$ cat src/rtl/m3_commutation_sequencer.sv
// Three-phase six-step commutation sequencer: frequency ramp, phase accumulator,
// PWM on the high side, dead-time blanking on every step change and a timed brake.
module m3_commutation_sequencer #(
  parameter int unsigned RAMP_DIV    = 1000,
  parameter int unsigned STEP_THRESH = 166667,
  parameter int unsigned DEAD_CYC    = 4,
  parameter int unsigned BRAKE_CYC   = 10000
) (
  input  logic       clkI,
  input  logic       rstI,
  input  logic       m3startI,
  input  logic       m3forceStopI,
  input  logic       m3invRotateI,
  input  logic [9:0] freqSetI,
  input  logic [7:0] powerSetI,
  output logic [1:0] aCmdO,
  output logic [1:0] bCmdO,
  output logic [1:0] cCmdO,
  output logic [1:0] stateO,
  output logic [2:0] stepO,
  output logic [9:0] curFreqO
);

  localparam int unsigned RW = (RAMP_DIV > 1) ? $clog2(RAMP_DIV) : 1;
  localparam int unsigned BW = (DEAD_CYC > 0) ? $clog2(DEAD_CYC + 1) : 1;
  localparam int unsigned KW = (BRAKE_CYC > 1) ? $clog2(BRAKE_CYC) : 1;
  localparam logic [RW-1:0] RAMP_LAST  = RW'(RAMP_DIV - 1);
  localparam logic [KW-1:0] BRAKE_LAST = KW'(BRAKE_CYC - 1);
  localparam logic [BW-1:0] DEAD       = BW'(DEAD_CYC);
  localparam logic [18:0]   THRESH     = 19'(STEP_THRESH);

  typedef enum logic [1:0] {IDLE = 2'd0, RAMP = 2'd1, RUN = 2'd2, BRAKE = 2'd3} state_e;

  state_e          state_q, state_d;
  logic            dir_q, dir_d;
  logic [9:0]      cur_q, cur_d;
  logic [17:0]     acc_q, acc_d;
  logic [2:0]      step_q, step_d;
  logic [7:0]      pwm_q, pwm_d;
  logic [7:0]      lat_q, lat_d;
  logic [RW-1:0]   ramp_q, ramp_d;
  logic [BW-1:0]   blank_q, blank_d;
  logic [KW-1:0]   brake_q, brake_d;
  logic [2:0][1:0] cmd_q, cmd_d;

  logic [9:0]  tgt;
  logic [18:0] sum;
  logic        step_adv;
  logic [1:0]  hi_ph, lo_ph;

  // Next-state, datapath and phase command computation
  always_comb begin
    state_d  = state_q;
    dir_d    = dir_q;
    cur_d    = cur_q;
    acc_d    = acc_q;
    step_d   = step_q;
    ramp_d   = ramp_q;
    brake_d  = brake_q;
    pwm_d    = pwm_q + 8'd1;
    lat_d    = (pwm_q == 8'hFF) ? powerSetI : lat_q;
    blank_d  = (blank_q != '0) ? blank_q - BW'(1) : '0;
    tgt      = m3startI ? ((freqSetI > 10'd1000) ? 10'd1000 : freqSetI) : 10'd0;
    sum      = 19'(acc_q) + 19'(cur_q);
    step_adv = 1'b0;
    hi_ph    = 2'd0;
    lo_ph    = 2'd1;
    cmd_d    = '0;

    case (state_q)
      IDLE: begin
        dir_d = m3invRotateI;
        if (tgt != 10'd0 && !m3forceStopI) begin
          state_d = RAMP;
          ramp_d  = '0;
        end
      end
      RAMP, RUN: begin
        step_adv = (sum >= THRESH);
        acc_d    = step_adv ? 18'(sum - THRESH) : 18'(sum);
        if (step_adv) begin
          if (dir_q) step_d = (step_q == 3'd0) ? 3'd5 : step_q - 3'd1;
          else       step_d = (step_q == 3'd5) ? 3'd0 : step_q + 3'd1;
          blank_d = DEAD;
        end
        if (state_q == RAMP) begin
          if (ramp_q == RAMP_LAST) begin
            ramp_d = '0;
            if (cur_q < tgt)      cur_d = cur_q + 10'd1;
            else if (cur_q > tgt) cur_d = cur_q - 10'd1;
          end else begin
            ramp_d = ramp_q + RW'(1);
          end
          if (cur_q == tgt && tgt != 10'd0)        state_d = RUN;
          else if (cur_q == 10'd0 && tgt == 10'd0) state_d = IDLE;
        end else if (tgt != cur_q) begin
          state_d = RAMP;
          ramp_d  = '0;
        end
        if (m3forceStopI) begin
          state_d = BRAKE;
          brake_d = '0;
          step_d  = step_q;
        end
      end
      default: begin
        if (brake_q == BRAKE_LAST) begin
          if (!m3forceStopI) state_d = IDLE;
        end else begin
          brake_d = brake_q + KW'(1);
        end
      end
    endcase

    // Speed and phase position are discarded whenever the motor is not being driven
    if (state_d == IDLE || state_d == BRAKE) begin
      cur_d   = '0;
      acc_d   = '0;
      blank_d = '0;
    end
    if (state_d == IDLE) step_d = 3'd0;

    case (step_d)
      3'd0:    begin hi_ph = 2'd0; lo_ph = 2'd1; end
      3'd1:    begin hi_ph = 2'd0; lo_ph = 2'd2; end
      3'd2:    begin hi_ph = 2'd1; lo_ph = 2'd2; end
      3'd3:    begin hi_ph = 2'd1; lo_ph = 2'd0; end
      3'd4:    begin hi_ph = 2'd2; lo_ph = 2'd0; end
      default: begin hi_ph = 2'd2; lo_ph = 2'd1; end
    endcase

    case (state_d)
      RAMP, RUN: begin
        if (blank_d == '0) begin
          for (int p = 0; p < 3; p++) begin
            if (2'(p) == hi_ph)      cmd_d[p] = (pwm_d < lat_d) ? 2'd2 : 2'd0;
            else if (2'(p) == lo_ph) cmd_d[p] = 2'd1;
          end
        end
      end
      // A phase that was high passes through off before its low side closes
      BRAKE: begin
        for (int p = 0; p < 3; p++) cmd_d[p] = (cmd_q[p] == 2'd2) ? 2'd0 : 2'd1;
      end
      default: cmd_d = '0;
    endcase
  end

  always_ff @(posedge clkI or posedge rstI) begin
    if (rstI) begin
      state_q <= IDLE;
      dir_q   <= 1'b0;
      cur_q   <= '0;
      acc_q   <= '0;
      step_q  <= '0;
      pwm_q   <= '0;
      lat_q   <= '0;
      ramp_q  <= '0;
      blank_q <= '0;
      brake_q <= '0;
      cmd_q   <= '0;
    end else begin
      state_q <= state_d;
      dir_q   <= dir_d;
      cur_q   <= cur_d;
      acc_q   <= acc_d;
      step_q  <= step_d;
      pwm_q   <= pwm_d;
      lat_q   <= lat_d;
      ramp_q  <= ramp_d;
      blank_q <= blank_d;
      brake_q <= brake_d;
      cmd_q   <= cmd_d;
    end
  end

  assign aCmdO    = cmd_q[0];
  assign bCmdO    = cmd_q[1];
  assign cCmdO    = cmd_q[2];
  assign stateO   = state_q;
  assign stepO    = step_q;
  assign curFreqO = cur_q;

endmodule

$ cat config.mk
export PLATFORM = sky130hd
export DESIGN_NAME = m3_commutation_sequencer
export DESIGN_NICKNAME = d
export VERILOG_FILES = /design/src/rtl/m3_commutation_sequencer.sv
export SDC_FILE = /design/constraint.sdc
export NUM_CORES = 1
export LEC_CHECK = 0
export CAP_MARGIN = 20
export CORE_MARGIN = 2
export CORE_UTILIZATION = 54
export DETAILED_ROUTE_END_ITERATION = 8
export HOLD_SLACK_MARGIN = 0.03
export PLACE_DENSITY_LB_ADDON = 0.05
export SLEW_MARGIN = 20
export SYNTH_ARGS = -nofsm -noshare
export SYNTH_HDL_FRONTEND = slang
export SYNTH_SLANG_ARGS = --single-unit
$ cat constraint.sdc
create_clock -name clkI -period 4.46 [get_ports clkI]
set_clock_uncertainty 0.2 [all_clocks]
set_input_delay 0.892 -clock clkI [delete_from_list [all_inputs] [get_ports clkI]]
set_output_delay 0.892 -clock clkI [all_outputs]
set_load 0.05 [all_outputs]
# After elaboration in Yosys (flattened, before gate mapping)
# Cells that the tools add are included.
[word_totals]
regBits = 83
inputBits = 23
output_inout_bits = 21
elab_cells = 139
[classes]
n_addsub = 10
magnitude_cmp = 5
n_eq_ne = 26
n_mux = 54
n_bitwise = 1
reduce_logical = 30
[ops]
columns = ["op", "n"]
rows = [
  ["10-bit 2-to-1 mux", 12],
  ["18-bit 2-to-1 mux", 3],
  ["3-bit 2-to-1 mux", 11],
  ["14-bit 2-to-1 mux", 2],
  ["14-bit one-hot mux with 2 select lines", 1],
  ["2-bit 2-to-1 mux", 12],
  ["10-bit by 1-bit adder with 10-bit output (second input constant)", 2],
  ["10-bit zero test", 2],
  ["10-bit one-hot mux with 2 select lines", 1],
  ["18-bit by 10-bit adder with 19-bit output", 1],
  ["19-bit by 18-bit greater-or-equal comparator with 1-bit output (second input constant)", 1],
  ["18-bit subtractor (second input constant)", 1],
  ["14-bit by 1-bit adder with 14-bit output (second input constant)", 1],
  ["14-bit equality test (second input constant)", 1],
  ["2-bit equality test (second input constant)", 6],
  ["2-bit one-hot mux with 2 select lines", 3],
  ["6-bit one-hot mux with 2 select lines", 1],
  ["2-bit OR reduction", 6],
  ["10-bit equality test", 1],
  ["10-bit equality test (second input constant)", 1],
  ["10-bit greater-than comparator", 1],
  ["10-bit greater-than comparator (second input constant)", 1],
  ["10-bit < comparator", 1],
  ["10-bit != test", 1],
  ["other kinds (29)", 53],
]

# Longest topological paths before layout
# Gate-level depths: netlist of run 1.
[logic_depth]
ltp_word = 20
ltp_mapped = 25

# Worst setup path after synthesis of run 1
# Ideal clock, no wire load.
[synth_path]
path_kind = "input -> register"
from = "in freqSetI[0]"
to = "reg cur_q[9], in the netlist curFreqO[9]"
arrival_time_ns = 5.134
t_required_ns = 4.176
path_slack_ns = -0.958
cell_stages = 25
path_buffers = 0
cell_sequence = "or3_1 > a21oi_1 > o21a_1 > nand2_1 > ha_1 > nor2b_1 > o21a_1 > o21a_1 > o21ai_0 > nand2b_1 > a21oi_1 > o21ai_0 > a21oi_1 > inv_1 > ha_1 > a21o_1 > a21oi_1 > o21bai_1 > a21oi_1 > o21bai_1 > a21oi_1 > o21ai_0 > xor2_1 > or3_1 > a21boi_0"
[synth_via]
elab_chain_cells = 14
word_cells_on_any_way = 32
cone_classes = "order compare: 3; eq/ne: 3; mux: 14; reduce/logical: 12"
[synth_rtl]
columns = ["item", "line", "source"]
rows = [
  ["from (decl)", "14", "input logic [9:0] freqSetI,"],
  ["10-bit greater-than comparator", "63", "tgt = m3startI ? ((freqSetI > 10'd1000) ? 10'd1000 : freqSetI) : 10'd0;"],
  ["10-bit 2-to-1 mux (*) (2 in series)", "63", ""],
  ["10-bit zero test", "95", "else if (cur_q == 10'd0 && tgt == 10'd0) state_d = IDLE;"],
  ["1-bit logical AND", "95", ""],
  ["2-bit 2-to-1 mux", "95", ""],
  ["2-bit 2-to-1 mux", "94", "if (cur_q == tgt && tgt != 10'd0) state_d = RUN;"],
  ["2-bit 2-to-1 mux", "86", "if (state_q == RAMP) begin"],
  ["2-bit 2-to-1 mux", "100", "if (m3forceStopI) begin"],
  ["2-bit one-hot mux with 2 select lines", "70", "case (state_q)"],
  ["2-bit equality test or 2-bit zero test (tied branches)", "116", "if (state_d == IDLE || state_d == BRAKE) begin"],
  ["1-bit logical OR", "116", ""],
  ["3-bit nonzero test (no source line) or 2-bit nonzero test (tied branches)", "--", ""],
  ["4-bit AND reduction (no source line)", "--", ""],
  ["to (signal assigned)", "165", "cur_q <= cur_d;"],
  ["to (decl)", "36", "logic [9:0] cur_q, cur_d;"],
]
# Every way passes the cells marked *; elsewhere a longest branch is shown, timed or not. The select of a mux whose other input is x is not followed.
# A chain may end at the register's enable or synchronous reset.

# Worst setup path after layout of run 1
[layout_path]
from = "in freqSetI[1]"
to = "reg cur_q[9], in the netlist curFreqO[9]"
# Same word-level chain as after synthesis.

==> results of run 1 <==
## layer usage
metal,part of all wire (%),routed length [um],up-vias,global-route usage [%]
met4,0.95,141,0,5.61
met3,3.2,479,11,5.29
met5,0,0,-,0
met2,49,7350,74,40.6
li1,-,-,2659,-
met1,46,6890,2628,32.0
## cells by family (layout without fill, tap and decap cells)
logic type | count (synthesis) | after routing | share of synthesized area [%]
xor+xnor | 54 | 54 | 7.51
simple gates | 250 | 250 | 20.9
flops | 83 | 83 | 33.0
compound gates | 164 | 164 | 20.0
fa+ha+maj | 49 | 49 | 9.97
buf+inv | 69 | 172 | 4.67
mux | 25 | 25 | 4.07
## cells in the mapped netlist, drive strengths merged (5+ instances only)
library cell / n / share of area (%)
a211oi: 10 / 1.7
a21o: 8 / 0.95
a21oi: 39 / 3.9
and2: 12 / 1.2
and3: 13 / 1.4
buf: 12 / 1.2
clkbuf: 13 / 0.81
dfrtp: 83 / 33
ha: 47 / 9.3
inv: 42 / 2.5
mux2: 5 / 0.89
mux2i: 20 / 3.2
nand2: 57 / 3.4
nand2b: 12 / 1.2
nand3: 31 / 2.6
nand4: 10 / 0.99
nor2: 54 / 3.3
nor2b: 18 / 1.9
nor3: 9 / 0.71
nor4: 5 / 0.50
o211a: 12 / 1.9
o211ai: 7 / 1.1
o21a: 6 / 0.71
o21ai: 45 / 3.6
o31ai: 5 / 0.60
or2: 6 / 0.60
xnor2: 28 / 3.9
xor2: 26 / 3.6
## sequential cells by signal, indices dropped and copies added (netlist names)
signal,flops
bCmdO,2
cCmdO,2
brake_q,14
curFreqO,10
dir_q,1
ramp_q,10
stateO,2
stepO,3
lat_q,8
aCmdO,2
blank_q,3
pwm_q,8
acc_q,18
## metrics by stage
stage               instances  util (%)  TNS, ps  total power, W
floorplan                 694         -    -1140         0.00199
global placement          916      63.7   -12620         0.00240
detailed placement        916      63.7   -17610         0.00245
CTS                       938      67.7     -733         0.00335
global route              940      68.8    -1930         0.00357
finish                    940      68.8     -747         0.00334
## area by class of cell
cell class	instances	share of cell area, %
repair buffers	112	12.3
inverters	44	2.12
clock buffers	9	2.87
clock inverters	7	1.54
well taps	143	2.28
multi-input cells	542	52.5
flip-flops and latches	83	26.4
## final timing paths
check | to | cells past startpoint
setup reg to reg | curFreqO[9]$_DFFE_PP0P_ | 22
setup / recovery | curFreqO[9]$_DFFE_PP0P_ | 26
min in group asynchronous | stateO[0]$_DFF_PP0_ | 2
hold reg to reg | lat_q[7]$_DFF_PP0_ | 2
max in group asynchronous | blank_q[1]$_DFF_PP0_ | 4
hold / removal | lat_q[7]$_DFF_PP0_ | 2
## repair_timing
item / in CTS / in global routing
endpoints found under the setup margin: 36 / 14
resized for setup: 31 / 20
buffers inserted: 8 / 3
pin swaps: 27 / 34
## worst max-delay path, cell delays in order
cell and delay, ps:
buf_6 90, or3_4 380, a21oi_2 130, o21a_1 180
nand2_2 80, ha_4 240, nor2b_1 120, o21a_1 160
o21a_1 170, o21ai_2 100, nand2b_1 70, a21oi_1 120
o21ai_1 90, a21oi_2 180, inv_2 90, buf_6 130
ha_4 250, a21oi_4 160, o21bai_1 100, a21oi_2 150
o21bai_1 110, a21oi_2 150, o21ai_1 100, xor2_1 170
or3_1 320, a21boi_1 150
## power by group through the flow
| stage | clock network, W | logic [W] | registers (W) |
|---|---|---|---|
| finish | 0.000872 | 0.00156 | 0.000907 |
| global route | 0.000918 | 0.00173 | 0.000918 |
| CTS | 0.000896 | 0.00155 | 0.000904 |
| detailed placement | 0 | 0.00153 | 0.000918 |
| global placement | 0 | 0.00148 | 0.000914 |
| floorplan | 0 | 0.00103 | 0.000952 |
==> Implementation_results.wiki, run 1 <==
{| class="wikitable"
! Metric !! Value
|-
| Die height || between 100 and 150 um
|-
| Global-route usage over all layers || between 20% and 30%
|-
| Yosys warnings || 0
|-
| Core area || around 11000 sq um
|-
| Number of pins exceeding their max-slew limit in the final report || 0
|-
| Most common cell after layout, fill and taps aside || dfrtp_1
|-
| Net count after synthesis || roughly 770
|-
| Maximum achievable frequency || between 200 and 250 MHz
|-
| Detailed-router iteration count before antenna repair || 5
|-
| PnR worst setup slack || -364 ps
|-
| Number of enable flip-flop cells after synthesis || 0
|-
| Wirelength, routed || around 15000 um
|-
| Worst hold-check slack || 285 ps
|-
| Final HPWL from detailed placement || ~11000 um
|-
| Number of nets in the layout || between 800 and 900
|-
| Synthesized flop and latch total || 83
|-
| Sw Ratio || between 30% and 40%
|-
| Boundary Pins || 44
|-
| Multi-input combinational cell area || between 4000 and 5000 sq um
|-
| Post-synthesis async set-or-reset flop share || 100%
|-
| Share of total power in combinational logic || approximately 47%
|-
| Mean instance size in the synthesized netlist || around 9.1 sq um
|-
| Starting density of the core || ~55%
|-
| Antenna violations before repair || 0
|-
| Diodes inserted || 0
|-
| Source of the worst register-to-register timing path || curFreqO[1]$_DFFE_PP0P_
|-
| Die width || between 100 and 150 um
|-
| Count of final hold-check violations || 0
|-
| Kind of critical path || in2reg
|-
| Most used DFF post-synth || dfrtp_1
|-
| Fraction of the yosys area taken by sequential cells || about a third
|-
| Vias after detailed routing || approximately 5400
|-
| Most frequent cells in the layout || dfrtp_1, buf_4, nand2_1
|-
| Global-route wire length before repair || between 20000 and 30000 um
|-
| Post-Synthesis Cell Area || about 6300 sq um
|-
| Maximum number of pins on one net before global-route repair || 55
|-
| Wire length per cell || 15.8 um
|-
| Normalized max-slew margin || around two thirds
|-
| Worst ir drop on vdd || 0.000335 V
|-
| Drc violations || 0
|-
| PortBufs || 43
|-
| Status || finished with violations
|-
| Part of the total power dissipated in the clock network || between 20% and 30%
|-
| Category of the worst setup path capture point || register
|-
| Register-to-register setup slack || roughly 520 ps
|-
| Critical Path Start Type || input port
|-
| CP Launch Point || freqSetI[1]
|-
| Number of instances in the synthesized netlist || 694
|-
| Mean number of vias per cell || approximately 5.7
|-
| Antenna viol nets, final || 0
|-
| Hold path start || lat_q[7]$_DFF_PP0_
|-
| Maximum capacitance violations || 0
|-
| Aggregate global routing overflow || 0
|-
| Setup repair after global routing missed its margin || yes
|-
| Cell row count || 39
|-
| Psw || about 0.0013 W
|-
| Clock input transition at the sequential cells of the worst setup and hold paths || 60 ps
|-
| Via count of the first global-routing pass || 5336
|-
| Clock Sink Count || 83
|-
| Count of routing violations after the opening detailed-route iteration || 318
|-
| Number of clock buffers inserted by TritonCTS || 9
|-
| Class of the tightest hold or removal check || reg2reg
|-
| Clock root cell || clkbuf_16
|-
| Placer's final routability congestion estimate || slightly below 0.9
|-
| Total internal power || 0.00201 W
|-
| Cell area after layout || just under 8000 sq um
|-
| Required time reported for the critical path endpoint || 4520 ps
|-
| Violations in the final reports || negative setup slack
|-
| Fill cell total of the finished layout || roughly 900
|-
| Static power due to leakage || between 3 and 4 nW
|-
| Relative area change from synthesis to final layout || 24.7%
|-
| Pre-CTS setup slack || -1000 ps
|-
| Number of levels the H-tree was split into || 3
|-
| Distinct cell type count after synthesis || 83
|-
| Insertion delay to the later sink of the worst-skew pair || roughly 340 ps
|-
| Clock tree from TritonCTS || built
|-
| Time the final worst path needs with I/O delays and setup || 4820 ps
|-
| Combined flip-flop and latch cell area || about 2100 sq um
|-
| CTS Hold Bufs || 0
|-
| Area enclosed by the die boundary || between 10000 and 15000 sq um
|-
| Placed cell areas || a little over 7000 sq um
|-
| Final setup fails || 4
|-
| Worst Tran Pin Value || 512 ps
|-
| Largest fanout on the critical path || 4
|-
| Fraction of final layout cells sized beyond drive strength 1 || 20.8%
|-
| Pwr dens || 425 nW/um^2
|-
| Data arrival, critical path || 4880 ps
|-
| Share of the clock period used by the worst path after layout || 108%
|-
| Maximum clock path buffer count || 2
|-
| Share of total power in sequential cells || a little over a quarter
|}
No activity file was read; power rests on OpenSTA's default activity.
==> run 2, diff against run 1 <==
- CAP_MARGIN: 20 -> 15
- REMOVE_ABC_BUFFERS: not set -> 1
==> run 2 against run 1 <==
The run still ends with negative setup slack left. Global-route usage shrank 0.098 points. Flip-flop and latch count is the same. Routed wire length grew 0.26%. Maximum frequency shrank 2.3%. First-iteration DRC count shrank 2.8%. Setup slack lost 120 ps. Critical path depth grew 1.
==> Implementation_results.wiki, run 2 (same netlist as run 1, synthesis figures left out) <==
{| class="wikitable"
! Metric !! Value
|-
| Maximum capacitance violations || 0
|-
| Core area || 11400 sq um
|-
| Final total negative setup slack || -1650 ps
|-
| Category of the worst setup path capture point || register
|-
| Mean number of vias per cell || about 5.7
|-
| Time the final worst path needs with I/O delays and setup || around 4900 ps
|-
| Critical Path Start Type || input port
|-
| Share of the clock period used by the worst path after layout || 111%
|-
| Vias after detailed routing || roughly 5400
|-
| Pwr dens || slightly above 400 nW/um^2
|-
| Area enclosed by the die boundary || 12500 sq um
|-
| Fill cell total of the finished layout || 902
|-
| Static power due to leakage || 3.62 nW
|-
| Biggest registers after layout || acc_q x18, brake_q x14
|-
| Number of pins exceeding their max-slew limit in the final report || 0
|-
| Clock root cell || clkbuf_16
|-
| Violations in the final reports || negative setup slack
|-
| Count of final hold-check violations || 0
|-
| Final setup fails || 6
|-
| Setup repair after global routing missed its margin || yes
|-
| Boundary Pins || 44
|-
| Most frequent cells in the layout || dfrtp_1, buf_4, nand2_1
|-
| Wire length per cell || 16.0 um
|-
| Number of levels the H-tree was split into || 3
|-
| Required time reported for the critical path endpoint || between 4000 and 5000 ps
|-
| Class of the tightest hold or removal check || reg2reg
|-
| Number of clock buffers inserted by TritonCTS || 9
|-
| Delay contributed by the slowest stage of the critical path || 380 ps
|-
| Number of flip-flops in the largest register || 18
|-
| Clock Sink Count || 83
|-
| Antenna violations before repair || 0
|-
| Multi-input combinational cell area || approximately 4000 sq um
|-
| PortBufs || 43
|-
| Cell row count || 39
|-
| Count of routing violations after the opening detailed-route iteration || 309
|-
| Final HPWL from detailed placement || around 11000 um
|-
| Maximum clock path buffer count || 2
|-
| Kind of critical path || in2reg
|-
| Global-route wire length before repair || 24900 um
|-
| Combined flip-flop and latch cell area || roughly 2100 sq um
|-
| Number of nets in the layout || around 860
|-
| Insertion delay to the later sink of the worst-skew pair || roughly 340 ps
|-
| Detailed-router iteration count before antenna repair || 5
|-
| Largest fanout on the critical path || 2
|-
| Global-route usage over all layers || about a quarter
|-
| Count of placed standard cells including taps || between 900 and 1000
|-
| Wirelength, routed || 14900 um
|-
| Clock input transition at the sequential cells of the worst setup and hold paths || 60 ps
|-
| Critical Path Slowest Stage Cell || or3_4
|-
| Most flop-heavy register || acc_q
|-
| Relative area change from synthesis to final layout || 22.6%
|-
| Diodes inserted || 0
|-
| Die height || approximately 110 um
|-
| Worst hold-check slack || around 300 ps
|-
| Worst Tran Pin Value || approximately 800 ps
|-
| Clock tree from TritonCTS || built
|-
| PnR worst setup slack || -479 ps
|-
| Die width || 112 um
|-
| Antenna viol nets, final || 0
|-
| Maximum achievable frequency || 202 MHz
|-
| Starting density of the core || a little under three fifths
|-
| Via count of the first global-routing pass || between 5000 and 6000
|-
| Aggregate global routing overflow || 0
|-
| Drc violations || 0
|-
| Final instance count without filler cells || ~930
|-
| Worst ir drop on vdd || around 0.00044 V
|-
| Most common cell after layout, fill and taps aside || dfrtp_1
|-
| Status || finished with violations
|-
| Normalized max-slew margin || a little under half
|-
| Placer's final routability congestion estimate || between 0.8 and 0.9
|-
| Fraction of final layout cells sized beyond drive strength 1 || 19.9%
|-
| Maximum number of pins on one net before global-route repair || 64
|-
| Most frequent cell on the critical path || a21oi_2
|-
| Final core utilization || between 60% and 70%
|-
| Data arrival, critical path || about 5000 ps
|}
==> run 2: cell types whose count changed in the layout (fill, tap and decap cells not counted), moves of 2 or more <==
cell | before | now
buf_4 | 67 | 60
clkinv_4 | 0 | 2
o21ai_2 | 3 | 1
bufinv_16 | 3 | 0
buf_6 | 3 | 5
a21oi_2 | 7 | 10
inv_6 | 3 | 0
a21oi_1 | 27 | 25
o21ai_1 | 6 | 8
clkinv_2 | 2 | 0
ha_1 | 38 | 40
ha_4 | 8 | 6
clkbuf_1 | 0 | 2
==> run 2: power breakdown <==
group          internal (W)  leakage, nW  switching (W)
combinational      0.000608         2.37       0.000951
clock              0.000392        0.129       0.000304
sequential         0.000838         1.12      0.0000699
==> run 2: layout make-up <==
type	instances	area share, %
Tap cell	143	2.32
Clock buffer	12	3.19
Clock inverter	3	0.324
Sequential cell	83	26.9
Multi-Input combinational cell	542	53.3
Inverter	44	2.17
Timing Repair Buffer	106	11.8
==> run 2: stage by stage <==
step | total power (W) | area (sq um) | setup slack (ps)
floorplan | 0.00193 | 6170 | -959
global placement | 0.00240 | 7170 | -1180
detailed placement | 0.00243 | 7170 | -1360
CTS | 0.00316 | 7560 | -461
global route | 0.00341 | 7730 | -665
finish | 0.00316 | 7730 | -479
==> run 2: path summary, 6_finish.rpt <==
path                                         start                      end  slack (ps)  depth (start not counted)
setup reg to reg           curFreqO[1]$_DFFE_PP0P_       cCmdO[0]$_DFF_PP0_         260                         14
min in group asynchronous                     rstI       cCmdO[1]$_DFF_PP0_         870                          2
max in group asynchronous                     rstI  curFreqO[1]$_DFFE_PP0P_        2480                          3
setup / recovery                       freqSetI[2]  curFreqO[9]$_DFFE_PP0P_        -480                         27
hold / removal                  lat_q[4]$_DFF_PP0_       lat_q[4]$_DFF_PP0_         290                          2
hold reg to reg                 lat_q[4]$_DFF_PP0_       lat_q[4]$_DFF_PP0_         290                          2
==> run 2: what timing repair did <==
action / 4_1_cts / 5_1_grt
hold buffers: 0 / 0
endpoints found under the setup margin: 30 / 14
hold endpoints to repair: 0 / 0
setup buffers: 11 / 2
pin swaps: 28 / 19
resized for setup: 33 / 30
==> run 2: layer usage <==
| metal | vias to the layer above | global-route usage (%) | wire length (um) | part of all wire [%] |
|---|---|---|---|---|
| met2 | 110 | 38.7 | 7100 | 48 |
| li1 | 2656 | - | - | - |
| met3 | 19 | 4.05 | 556 | 3.7 |
| met4 | 0 | 6.67 | 194 | 1.3 |
| met5 | - | 0 | 0 | 0 |
| met1 | 2577 | 33.6 | 7060 | 47 |
==> run 2: worst max-delay path, delay by kind of cell <==
kind                       cells  cell delay [ps]
adders and majority gates      2              350
xor gates and xnor gates       1              160
buffers and inverters          3              290
AOI/OAI and AO/OA             16             2340
and+or+nand+nor                5              980
==> run 3, diff against run 2 <==
- CORE_UTILIZATION: 54 -> 55
- DONT_BUFFER_PORTS: not set -> 1
- SETUP_SLACK_MARGIN: not set -> 0.1
==> run 3 against run 2 <==
The run still ends with negative setup slack left. Power increased by 4.6%. Flip-flop and latch count unchanged. Global-route usage increased by 0.38 points. Critical path depth decreased by 2. Routed wire length decreased by 1.6%. Non-clock buffer count decreased by 49. Setup slack improved by 240 ps. Combinational power about the same. Clock-buffer cell count decreased by 1. Sequential share of layout area increased by 1.5 points. Critical path type unchanged. Critical endpoint unchanged. Largest power group unchanged.
==> Implementation_results.wiki, run 3 (same netlist as run 1, synthesis figures left out) <==
{| class="wikitable"
! Metric !! Value
|-
| Clock input transition at the sequential cells of the worst setup and hold paths || 70 ps
|-
| Wirelength, routed || roughly 15000 um
|-
| Setup repair after global routing missed its margin || yes
|-
| Core area || 11300 sq um
|-
| Worst Tran Pin Value || between 700 and 800 ps
|-
| Number of cells on the worst reg-to-reg path || 15
|-
| Boundary Pins || between 40 and 50
|-
| Placer's final routability congestion estimate || slightly below 0.9
|-
| Mean number of vias per cell || slightly below 6
|-
| Fraction of final layout cells sized beyond drive strength 1 || 20.4%
|-
| Normalized max-slew margin || 48.5%
|-
| Most common cell after layout, fill and taps aside || dfrtp_1
|-
| Diodes inserted || 0
|-
| Largest delay contributor family on the critical path || compound AO/OA/AOI/OAI gates
|-
| Number of pins exceeding their max-slew limit in the final report || 0
|-
| Count of routing violations after the opening detailed-route iteration || between 200 and 300
|-
| Kind of critical path || in2reg
|-
| Clock root cell || clkbuf_16
|-
| Global-route wire length before repair || roughly 25000 um
|-
| Vias after detailed routing || 5172
|-
| Die height || about 110 um
|-
| Critical Path Slowest Stage Cell || or3_4
|-
| Cell row count || 39
|-
| PnR worst setup slack || -238 ps
|-
| Register-to-register setup slack || slightly above 400 ps
|-
| Violations in the final reports || negative setup slack
|-
| Source of the worst register-to-register timing path || curFreqO[0]$_DFFE_PP0P_
|-
| Pre-CTS setup slack || -950 ps
|-
| Pwr dens || 453 nW/um^2
|-
| Class of the tightest hold or removal check || in2async
|-
| Clock Sink Count || 83
|-
| Antenna violations before repair || 0
|-
| Number of nets in the layout || just over 800
|-
| Time the final worst path needs with I/O delays and setup || 4700 ps
|-
| Most frequent cell on the critical path || a21oi_2
|-
| Endpoint of the worst-slack reg-to-reg timing path || bCmdO[1]$_DFF_PP0_
|-
| Final total negative setup slack || -374 ps
|-
| Aggregate global routing overflow || 0
|-
| Drc violations || 0
|-
| Global-route usage over all layers || 24.4%
|-
| Critical Path Start Type || input port
|-
| Number of levels the H-tree was split into || 3
|-
| Clock tree from TritonCTS || built
|-
| Die width || between 100 and 150 um
|-
| Most flop-heavy register || acc_q
|-
| Biggest registers after layout || acc_q x18, brake_q x14
|-
| Maximum clock path buffer count || 2
|-
| Maximum achievable frequency || 213 MHz
|-
| Delay contributed by the slowest stage of the critical path || 380 ps
|-
| Antenna viol nets, final || 0
|-
| CP Launch Point || freqSetI[2]
|-
| Category of the worst setup path capture point || register
|-
| Count of final hold-check violations || 0
|-
| Worst hold-check slack || 220 ps
|-
| Via count of the first global-routing pass || just over 5000
|-
| Insertion delay to the later sink of the worst-skew pair || approximately 350 ps
|-
| Detailed-router iteration count before antenna repair || 4
|-
| Static power due to leakage || approximately 3.4 nW
|-
| Maximum capacitance violations || 0
|-
| Wire length per cell || about 17 um
|-
| Data arrival, critical path || 4770 ps
|-
| Number of clock buffers inserted by TritonCTS || 9
|-
| Status || finished with violations
|-
| Area enclosed by the die boundary || around 12000 sq um
|-
| Number of flip-flops in the largest register || 18
|-
| Final setup fails || 3
|-
| Most frequent cells in the layout || dfrtp_1, nand2_1, nor2_1, buf_4, ha_1
|-
| Largest fanout on the critical path || 2
|-
| Count of buffer and inverter cells on the critical path || 1
|-
| Share of the clock period used by the worst path after layout || 105%
|-
| Starting density of the core || a little under three fifths
|-
| Final HPWL from detailed placement || 10500 um
|-
| Worst ir drop on vdd || 0.000824 V
|-
| Required time reported for the critical path endpoint || between 4000 and 5000 ps
|-
| PortBufs || 0
|-
| Maximum number of pins on one net before global-route repair || 60
|-
| Fill cell total of the finished layout || 936
|-
| CTS Hold Bufs || 0
|-
| Relative area change from synthesis to final layout || 16.0%
|}
## run 3: changes by cell type in the layout (fill, tap and decap cells not counted), moves of 2 or more
cell,before,now
clkinv_2,0,2
o21ai_1,8,6
clkdlybuf4s50_1,33,0
buf_4,60,51
dlygate4sd2_1,4,0
bufinv_16,0,2
dlymetal6s2s_1,3,0
o21ai_2,1,3
## run 3: routing by layer
metal	vias up	GRT usage, %	share of wire (%)
li1	2552	-	-
met1	2500	33.2	47
met2	105	39.6	48
met3	15	4.59	3.7
met4	0	7.57	1.3
met5	-	0	0
## run 3: worst register-to-register path, stage by stage, from the launching register on
cell,delay [ps]
dfrtp_1,460
ha_1,240
inv_1,60
fa_1,390
nand2b_1,220
a211oi_2,320
o21ai_1,170
nor2_1,240
mux2_2,390
a31oi_4,210
a21oi_4,160
and2_4,200
o31a_2,330
buf_4,150
o211ai_1,120
nor2_1,70
## run 3: worst max path at each step
stage | endpoint | slack (ps) | depth (start not counted)
floorplan | curFreqO[9]$_DFFE_PP0P_ | -960 | 25
global placement | curFreqO[9]$_DFFE_PP0P_ | -750 | 25
detailed placement | curFreqO[9]$_DFFE_PP0P_ | -950 | 25
CTS | curFreqO[9]$_DFFE_PP0P_ | -220 | 25
global route | curFreqO[9]$_DFFE_PP0P_ | -420 | 25
finish | curFreqO[9]$_DFFE_PP0P_ | -240 | 25
## run 3: timing repair
action	in CTS	in global routing
endpoints found under the setup margin	12	12
setup buffers	20	5
hold endpoints to repair	0	0
pin swaps	25	6
gates resized for setup	29	16
## run 3: through the flow
step / total power, W / utilization, % / instance area, sq um / instances
CTS: 0.00332 / 63.9 / 7240 / 883
floorplan: 0.00193 / - / 6170 / 669
global placement: 0.00239 / 59.5 / 6740 / 862
detailed placement: 0.00245 / 59.6 / 6750 / 862
finish: 0.00331 / 64.6 / 7310 / 885
global route: 0.00353 / 64.6 / 7310 / 885
## run 3: where the power goes
part           internal, W  leakage [nW]  switching [W]
registers         0.000837          1.13       0.000112
clock network     0.000510         0.162       0.000321
logic             0.000612          2.16       0.000917
total              0.00196          3.44        0.00135
## run 3: layout make-up
cell class / count / area (sq um) / area share, %
clock buffer: 11 / 243 / 3.32
clock inverter: 5 / 85.1 / 1.16
inverter: 44 / 166 / 2.28
multi-input combinational: 542 / 4100 / 56.1
sequential: 83 / 2080 / 28.4
tap: 143 / 179 / 2.45
timing repair buffer: 57 / 459 / 6.28
